[config.mk]
export PLATFORM = sky130hd
export DESIGN_NAME = adc_spi_streamer
export DESIGN_NICKNAME = d
export VERILOG_FILES = /design/src/rtl/adc_spi_streamer.sv
export SDC_FILE = /design/constraint.sdc
export NUM_CORES = 1
export LEC_CHECK = 0
export ABC_AREA = 1
export CAP_MARGIN = 20
export CELL_PAD_IN_SITES_DETAIL_PLACEMENT = 1
export CELL_PAD_IN_SITES_GLOBAL_PLACEMENT = 2
export CORE_MARGIN = 1.5
export CORE_UTILIZATION = 44
export DETAILED_ROUTE_END_ITERATION = 10
export PLACE_DENSITY = 0.92
export SYNTH_ARGS = -nofsm -noshare
export SYNTH_HDL_FRONTEND = slang
export SYNTH_SLANG_ARGS = --single-unit
[constraint.sdc]
create_clock -name clk -period 6.1 [get_ports clk]
set_input_delay 1.525 -clock clk [delete_from_list [all_inputs] [get_ports clk]]
set_output_delay 1.525 -clock clk [all_outputs]
set_load 0.02 [all_outputs]
[src/rtl/adc_spi_streamer.sv]
// ADC sample FIFO drained over an SPI slave port, one 16-bit frame per chip-select.
// Optional STREAMER_STATUS_EN adds sticky overflow/underrun flags with clr_flags.
`timescale 1ns/1ps

module adc_spi_streamer #(
    parameter int DEPTH       = 16,
    parameter int SYNC_STAGES = 2
) (
    input  logic        clk,
    input  logic        rst,
    input  logic [15:0] sample_data,
    input  logic        sample_valid,
    output logic        sample_ready,
    input  logic        sclk,
    input  logic        SPI_cs,
    output logic        processed_MISO,
    output logic        SPI_RDY,
    output logic [1:0]  dbg_state
`ifdef STREAMER_STATUS_EN
    ,
    input  logic        clr_flags,
    output logic        overflow,
    output logic        underrun
`endif
);

    localparam int AW = $clog2(DEPTH);

    typedef enum logic [1:0] {
        IDLE  = 2'd0,
        LOAD  = 2'd1,
        SHIFT = 2'd2,
        DONE  = 2'd3
    } state_t;

    // Handshake: a sample transfers on any clk edge where sample_valid and
    // sample_ready are both high; sample_ready is sampled before that edge's pop.

    state_t          state_q;
    state_t          state_d;
    logic [15:0]     mem [DEPTH];
    logic [AW:0]     wr_ptr;
    logic [AW:0]     rd_ptr;
    logic            empty;
    logic            full;
    logic            push;
    logic            pop;
    logic [15:0]     shreg;
    logic [4:0]      bit_cnt;
    logic            spi_rdy_q;
    logic [SYNC_STAGES:0] sclk_pipe;
    logic [SYNC_STAGES:0] cs_pipe;
    logic            sclk_s;
    logic            cs_s;
    logic            sclk_fall;
    logic            cs_fall;
    logic            cs_rise;

    assign empty        = (wr_ptr == rd_ptr);
    assign full         = (wr_ptr[AW] != rd_ptr[AW]) && (wr_ptr[AW-1:0] == rd_ptr[AW-1:0]);
    assign push         = sample_valid && !full;
    assign pop          = (state_q == LOAD) && !empty;
    assign sample_ready = !full;

    always_ff @(posedge clk) begin
        if (!rst) begin
            wr_ptr <= '0;
            rd_ptr <= '0;
        end else begin
            if (push) wr_ptr <= wr_ptr + 1'b1;
            if (pop)  rd_ptr <= rd_ptr + 1'b1;
        end
    end

    always_ff @(posedge clk) begin
        if (push) mem[wr_ptr[AW-1:0]] <= sample_data;
    end

    // Top bit of each pipe is the edge-detect flop; the bit below it is the synchronized level.
    always_ff @(posedge clk) begin
        if (!rst) begin
            sclk_pipe <= '1;
            cs_pipe   <= '1;
        end else begin
            sclk_pipe <= {sclk_pipe[SYNC_STAGES-1:0], sclk};
            cs_pipe   <= {cs_pipe[SYNC_STAGES-1:0], SPI_cs};
        end
    end

    assign sclk_s    = sclk_pipe[SYNC_STAGES-1];
    assign cs_s      = cs_pipe[SYNC_STAGES-1];
    assign sclk_fall = sclk_pipe[SYNC_STAGES] && !sclk_s;
    assign cs_fall   = cs_pipe[SYNC_STAGES] && !cs_s;
    assign cs_rise   = !cs_pipe[SYNC_STAGES] && cs_s;

    always_ff @(posedge clk) begin
        if (!rst) state_q <= IDLE;
        else      state_q <= state_d;
    end

    always_comb begin
        state_d = state_q;
        case (state_q)
            IDLE:    if (cs_fall) state_d = LOAD;
            LOAD:    state_d = cs_rise ? IDLE : SHIFT;
            SHIFT: begin
                if (cs_rise)                            state_d = IDLE;
                else if (sclk_fall && bit_cnt == 5'd15) state_d = DONE;
            end
            DONE:    if (cs_rise) state_d = IDLE;
            default: state_d = IDLE;
        endcase
    end

    // An aborted LOAD still pops: the frame is treated as consumed.
    always_ff @(posedge clk) begin
        if (!rst) begin
            shreg   <= '0;
            bit_cnt <= '0;
        end else if (state_q == LOAD) begin
            shreg   <= empty ? 16'h0000 : mem[rd_ptr[AW-1:0]];
            bit_cnt <= '0;
        end else if (state_q == SHIFT && sclk_fall && !cs_rise) begin
            shreg   <= {shreg[14:0], 1'b0};
            bit_cnt <= bit_cnt + 5'd1;
        end
    end

    always_ff @(posedge clk) begin
        if (!rst) spi_rdy_q <= 1'b0;
        else      spi_rdy_q <= (state_q == IDLE) && !empty && cs_s;
    end

    assign SPI_RDY        = spi_rdy_q;
    assign processed_MISO = (state_q == SHIFT) ? shreg[15] : 1'b0;
    assign dbg_state      = state_q;

`ifdef STREAMER_STATUS_EN
    // Set events take priority over clr_flags in the same cycle.
    always_ff @(posedge clk) begin
        if (!rst) begin
            overflow <= 1'b0;
            underrun <= 1'b0;
        end else begin
            if (sample_valid && full) overflow <= 1'b1;
            else if (clr_flags)       overflow <= 1'b0;
            if (state_q == LOAD && empty) underrun <= 1'b1;
            else if (clr_flags)           underrun <= 1'b0;
        end
    end
`endif

endmodule

==> results_dict.tcl, run 1 <==
set metrics [dict create \
    synth-seq-cells 300 \
    netlist.area_leader.share_pct 59.6 \
    routed_wl_mm 35.6 \
    fin_crit_sh_pct 60.3 \
    cts_tree "built" \
    synth_area_per_cell_sq_um 9.95 \
    insertion_delay_ns 0.57 \
    r2r_cells 11 \
    rsz0062_at_grt "no" \
    cp.arrival_ns 2.15 \
    dr.pass1.iters 5 \
    drc 0 \
    vias 8866 \
    yosys_warnings 0 \
    ir_worst_vdd_mv 0.237 \
    grt_max_degree 81 \
    first_iter_violations 770 \
    dieArea_sq_um 30400 \
    post_synth_inst_count 1297 \
    first_global_vias 9095 \
    final_core_util_pct 49.9 \
    area.growth.synth_to_final_pct 11.3 \
    total_power_mw 4.89 \
    cts-hold-fix-buffers 0 \
    max_freq_mhz 272 \
    wire_per_inst_um 20.8 \
    gp_congestion 0.821 \
    std_cell_rows 62 \
    hold_class "flip-flop to flip-flop" \
    setup_viol 0 \
    clock-root-buffer "clkbuf_16" \
    htreeDepth 1 \
    async_reset_ff_share_pct 0 \
    synth_cell_types 32 \
    die_w_um 174 \
    crit_required_ns 4.58 \
    slew-limit-headroom_pct 29.7 \
    via_per_inst 5.19 \
    cp_max_fo 8 \
    synthFlopType "edfxtp_1" \
    synth_edf_count 256 \
    die_y_um 174 \
    report.final.slew_viol_count 0 \
    min-delay-start "cs_pipe[0]$_SDFF_PN1_" \
    end_kind "primary output" \
    hpwl_mm 22.5 \
    clockBufferDepth 3 \
    core_area_sq_um 28800 \
    gr-total-overflow 0 \
    critPathKind "flip-flop to primary output" \
    cellPowerDensity_nw_per_um2 341 \
    synth_top_area_cell "edfxtp_1" \
    hold_viol_final 0 \
    grt_pass1_wl_mm 54.0 \
    ant_nets 0 \
    whs_ns 0.414 \
    ios 26 \
    yosysSeqAreaShare_pct 66.4 \
    n_antenna_cell 0 \
    start_kind "flip-flop" \
    numPortBuffers 25 \
    hold_path_depth 1 \
    synthesis.nets 1325 \
    syn_area_sq_um 12900 \
    cts_setup_buffers 0 \
    fin_crit_ns 3.68 \
    reg2reg_slack_ns 3.11 \
    reg2reg_to "shreg[11]$_SDFFE_PN0P_" \
    initial_utilization_pct 44.8 \
    worstMarginPinSlew_ns 1.05 \
    drive_gt1_share_pct 6.79 \
    clk_pin_slew_ns 0.06 \
    cts_sinks 300 \
    outcome "finished clean" \
    layout.nets 1330 \
    synth_area_leaders "edfxtp_1 60%, nand2_1 11%, nand3_1 7.9%" \
    maxCapViolCount 0 \
    cts_resized 0 \
    fillerInstances 3171 \
    setup_tns_ns 0 \
    p_leak_nw 5.92 \
    cts_buffers 31 \
    antenna_found_initial 1 \
    grtUsageTotal_pct 23.7 \
    min_to "cs_pipe[1]$_SDFF_PN1_" \
    clock_skew_ns 0.0165 \
]
report_power, final:
group	switching, mW	total [mW]	internal [mW]
Combinational	0.588	0.813	0.226
Clock	0.772	1.71	0.939
Sequential	0.0613	2.37	2.30
layer usage:
layer	vias to the layer above	global-route usage, %	wire (um)
li1	4208	-	-
met1	4370	31.9	15400
met2	225	39.8	17200
met3	63	2.82	1710
met4	0	8.44	1240
met5	-	0	0
Yosys cell counts (2+ instances only):
cell type,count
nand2_1,379
edfxtp_1,256
inv_1,214
nand3_1,204
dfxtp_1,44
o21ai_0,37
nor2_1,35
buf_2,34
a21oi_1,26
clkbuf_1,18
ha_1,7
xor2_1,7
or2_2,6
buf_1,5
xnor2_1,4
inv_2,3
nand4_1,2
nor2_2,2
state kept, by name (all words and copies together) (netlist names), named ones only:
signal / cells
dbg_state: 2
sclk_pipe: 3
cs_pipe: 3
bit_cnt: 5
SPI_RDY: 1
rd_ptr: 5
wr_ptr: 5
mem: 256
shreg: 16
cells by family after synthesis:
kind of cell | synth area share (%)
AO/OA/AOI/OAI | 2.62
XOR/XNOR | 0.746
adder cells (fa/ha/maj) | 0.679
buffers and inverters | 8.55
flip-flops | 66.4
AND/OR/NAND/NOR | 21.0
how the worst max path moves through the flow:
stage | from | endpoint | slack (ns) | cells past startpoint
2_1_floorplan | sample_valid | mem[0][0]$_DFFE_PP_ | 3.21 | 4
3_3_place_gp | sample_valid | mem[5][8]$_DFFE_PP_ | 2.40 | 5
3_5_place_dp | sample_valid | mem[5][0]$_DFFE_PP_ | 2.35 | 5
4_1_cts | wr_ptr[2]$_SDFFE_PN0P_ | sample_ready | 2.39 | 4
5_1_grt | wr_ptr[1]$_SDFFE_PN0P_ | sample_ready | 2.30 | 6
6_report | wr_ptr[2]$_SDFFE_PN0P_ | sample_ready | 2.42 | 4
final cells by class:
class                      instances  area (sq um)  share of cell area (%)
clock inverter                    17          83.8                   0.584
timing repair buffer              32           310                    2.16
sequential                       300          8570                    59.7
tap                              384           480                    3.35
multi-input combinational        719          3270                    22.8
clock buffer                      39           816                    5.68
inverter                         218           825                    5.74
through the flow:
step | worst slack [ns] | cell area (sq um) | std cells
after floorplan | 3.21 | 12900 | 1297
after global placement | 2.40 | 13400 | 1652
after detailed placement | 2.35 | 13400 | 1652
after CTS | 2.39 | 14300 | 1708
after global routing | 2.30 | 14400 | 1709
final | 2.42 | 14400 | 1709
critical path: stages, from the launching register on:
cell and delay (ns):
dfxtp_1 0.50, xor2_1 0.14, nor2_2 0.23, nand3b_2 0.16
clkdlybuf4s50_1 0.57
cell usage in the layout (no fill, tap or decap), types with 2 or more instances in the layout:
master,instances
xnor2_1,4
nand2_1,379
clkdlybuf4s50_1,25
nand4_1,2
nor2_2,18
clkinv_1,4
nor2_1,19
clkbuf_16,31
clkbuf_1,7
nand3_1,204
xor2_1,7
edfxtp_1,256
o21ai_0,37
buf_4,6
dfxtp_1,42
inv_1,213
inv_2,3
clkinv_2,13
a21oi_1,26
or2_2,6
inv_6,2
ha_1,7
(Power assumes the default switching activity.)
==> inputs of run 2 (changes only) <==
--- a/config.mk
+++ b/config.mk
@@ -10,9 +10,9 @@
 export CELL_PAD_IN_SITES_DETAIL_PLACEMENT = 1
 export CELL_PAD_IN_SITES_GLOBAL_PLACEMENT = 2
 export CORE_MARGIN = 1.5
-export CORE_UTILIZATION = 44
+export CORE_UTILIZATION = 37
 export DETAILED_ROUTE_END_ITERATION = 10
-export PLACE_DENSITY = 0.92
+export PLACE_DENSITY = 0.84
 export SYNTH_ARGS = -nofsm -noshare
 export SYNTH_HDL_FRONTEND = slang
 export SYNTH_SLANG_ARGS = --single-unit
==> constraint.sdc (replaced) <==
create_clock -name clk -period 3.2 [get_ports clk]
set_input_delay 0.8 -clock clk [delete_from_list [all_inputs] [get_ports clk]]
set_output_delay 0.8 -clock clk [all_outputs]
set_load 0.02 [all_outputs]
==> run 2 against run 1 <==
Final cell count grew 6.1%. Die area is 19% higher. Combinational power up 97%. Register-to-register slack got worse by 2.1 ns. Worst hold slack better by 0.016 ns. Global-route usage down 3.4 points. Clock skew down 0.00054 ns. Largest power group unchanged.
==> results_dict.tcl, run 2 (synthesized netlist as in run 1, its figures left out) <==
set metrics [dict create \
    outcome "finished clean" \
    setup_slack_ns 0.238 \
    min-delay-start "sclk_pipe[0]$_SDFF_PN1_" \
    internal_power_mw 7.05 \
    whs_ns 0.429 \
    ant_nets 0 \
    end_kind "primary output" \
    crit_path_max_incr_delay_ns 0.62 \
    vias 8984 \
    cts_sinks 300 \
    largest_reg_flops 256 \
    r2r_cells 8 \
    hold_viol_final 0 \
    antenna_found_initial 0 \
    cts_setup_buffers 0 \
    setup_tns_ns 0 \
    ios 26 \
    routed_wl_mm 35.5 \
    start_kind "flip-flop" \
    critPathKind "flip-flop to primary output" \
    reg2reg_to "mem[4][1]$_DFFE_PP_" \
    htreeDepth 2 \
    slowest_stage "clkdlybuf4s50_1" \
    drive_gt1_share_pct 8.98 \
    slew-limit-headroom_pct 42.3 \
    wire_per_inst_um 19.6 \
    cp.arrival_ns 2.16 \
    grt_max_degree 129 \
    insertion_delay_ns 0.52 \
    dr.pass1.iters 4 \
    dieArea_sq_um 36000 \
    cts_resized 0 \
    pwr-share-seq_pct 45.6 \
    cellPowerDensity_nw_per_um2 661 \
    std_cell_rows 68 \
    initial_utilization_pct 37.5 \
    switching_power_mw 2.76 \
    reg2reg_slack_ns 1.00 \
    path_common_cell "nand2_1" \
    rsz0062_at_grt "no" \
    max_freq_mhz 338 \
    cts_tree "built" \
    grtUsageTotal_pct 20.3 \
    hold_class "flip-flop to flip-flop" \
    clk_pin_slew_ns 0.06 \
    gp_congestion 0.767 \
    layout.nets 1364 \
    clock_skew_ns 0.0159 \
    die_y_um 190 \
    switching_share_pct 28.2 \
    p_leak_nw 6.15 \
    cts-hold-fix-buffers 0 \
    min_to "sclk_pipe[1]$_SDFF_PN1_" \
    dp_slack_ns 0.580 \
    n_antenna_cell 0 \
    clock-root-buffer "clkbuf_16" \
    fin_crit_ns 2.96 \
    core_area_sq_um 34500 \
    maxCapViolCount 0 \
    final_core_util_pct 43.1 \
    cp_max_fo 6 \
    first_iter_violations 680 \
    crit_required_ns 2.40 \
    die_w_um 190 \
    final_common_cell "nand2_1" \
    drc 0 \
    cts_buffers 35 \
    worstMarginPinSlew_ns 0.865 \
    ir_worst_vdd_mv 0.421 \
    crit_chain "inv_1 > nand2_1 > nand2_1 > a21oi_2 > nand3b_2 > clkdlybuf4s50_1" \
    power_frac_comb_pct 16.3 \
    fin_crit_sh_pct 92.6 \
    first_global_vias 9482 \
    area.growth.synth_to_final_pct 15.1 \
    final_cell_mix "379 x nand2_1, 256 x edfxtp_1, 213 x inv_1" \
    numPortBuffers 25 \
    hold_path_depth 1 \
    gr-total-overflow 0 \
    report.final.slew_viol_count 0 \
    clock_power_share_pct 38.2 \
    grt_pass1_wl_mm 55.0 \
    r2r-start "wr_ptr[2]$_SDFFE_PN0P_" \
    clockBufferDepth 3 \
    hpwl_mm 22.3 \
    setup_viol 0 \
    via_per_inst 4.96 \
]
[run 2: changes by cell type in the layout (fill, tap and decap cells not counted), sizes merged]
cell,delta
buf,+30
bufinv,+1
clkbuf,+6
clkinv,-4
[run 2: worst max-delay path, delay by kind of cell, from the launching register on]
family          cells  cell delay, ns
buf+inv             2            0.73
flops               1            0.44
simple gates        3            0.29
compound gates      1            0.18
[run 2: stage by stage]
| stage | total power [mW] | cells | cell area [sq um] |
|---|---|---|---|
| final | 9.81 | 1813 | 14900 |
| after global routing | 10.2 | 1813 | 14900 |
| after CTS | 9.92 | 1813 | 14900 |
| after detailed placement | 6.17 | 1754 | 13800 |
| after global placement | 6.12 | 1754 | 13800 |
| after floorplan | 5.57 | 1297 | 12900 |
[run 2: power groups by stage]
stage | Combinational, mW | Clock, mW | Sequential [mW]
2_1_floorplan | 1.02 | 0 | 4.54
3_3_place_gp | 1.58 | 0 | 4.54
3_5_place_dp | 1.62 | 0 | 4.55
4_1_cts | 1.63 | 3.82 | 4.47
5_1_grt | 1.79 | 3.95 | 4.48
6_report | 1.60 | 3.75 | 4.47
[run 2: final cells by class]
cell class	instances	area (sq um)
Clock buffer	45	966
Clock inverter	14	88.8
Fill cell	3895	19600
Inverter	218	826
Multi-Input combinational cell	719	3270
Sequential cell	300	8570
Tap cell	455	569
Timing Repair Buffer	62	553
[run 2: per-layer routing]
metal  GRT usage (%)  vias to the layer above  share of wire, %
met5               0                        -                 0
met3            2.53                       70               4.2
met1            26.1                     4464                43
met4            8.30                        0               3.6
met2            34.8                      177                49
li1                -                     4273                 -
[run 2: how the worst max path moves through the flow]
| stage | start | cells past startpoint | slack, ns | to |
|---|---|---|---|---|
| after CTS | wr_ptr[1]$_SDFFE_PN0P_ | 6 | 0.23 | sample_ready |
| after global placement | sample_valid | 6 | 0.67 | mem[1][13]$_DFFE_PP_ |
| final | wr_ptr[1]$_SDFFE_PN0P_ | 6 | 0.24 | sample_ready |
| after global routing | wr_ptr[1]$_SDFFE_PN0P_ | 6 | 0.14 | sample_ready |
| after detailed placement | sample_valid | 6 | 0.58 | mem[0][13]$_DFFE_PP_ |
| after floorplan | wr_ptr[2]$_SDFFE_PN0P_ | 8 | 0.90 | mem[0][0]$_DFFE_PP_ |
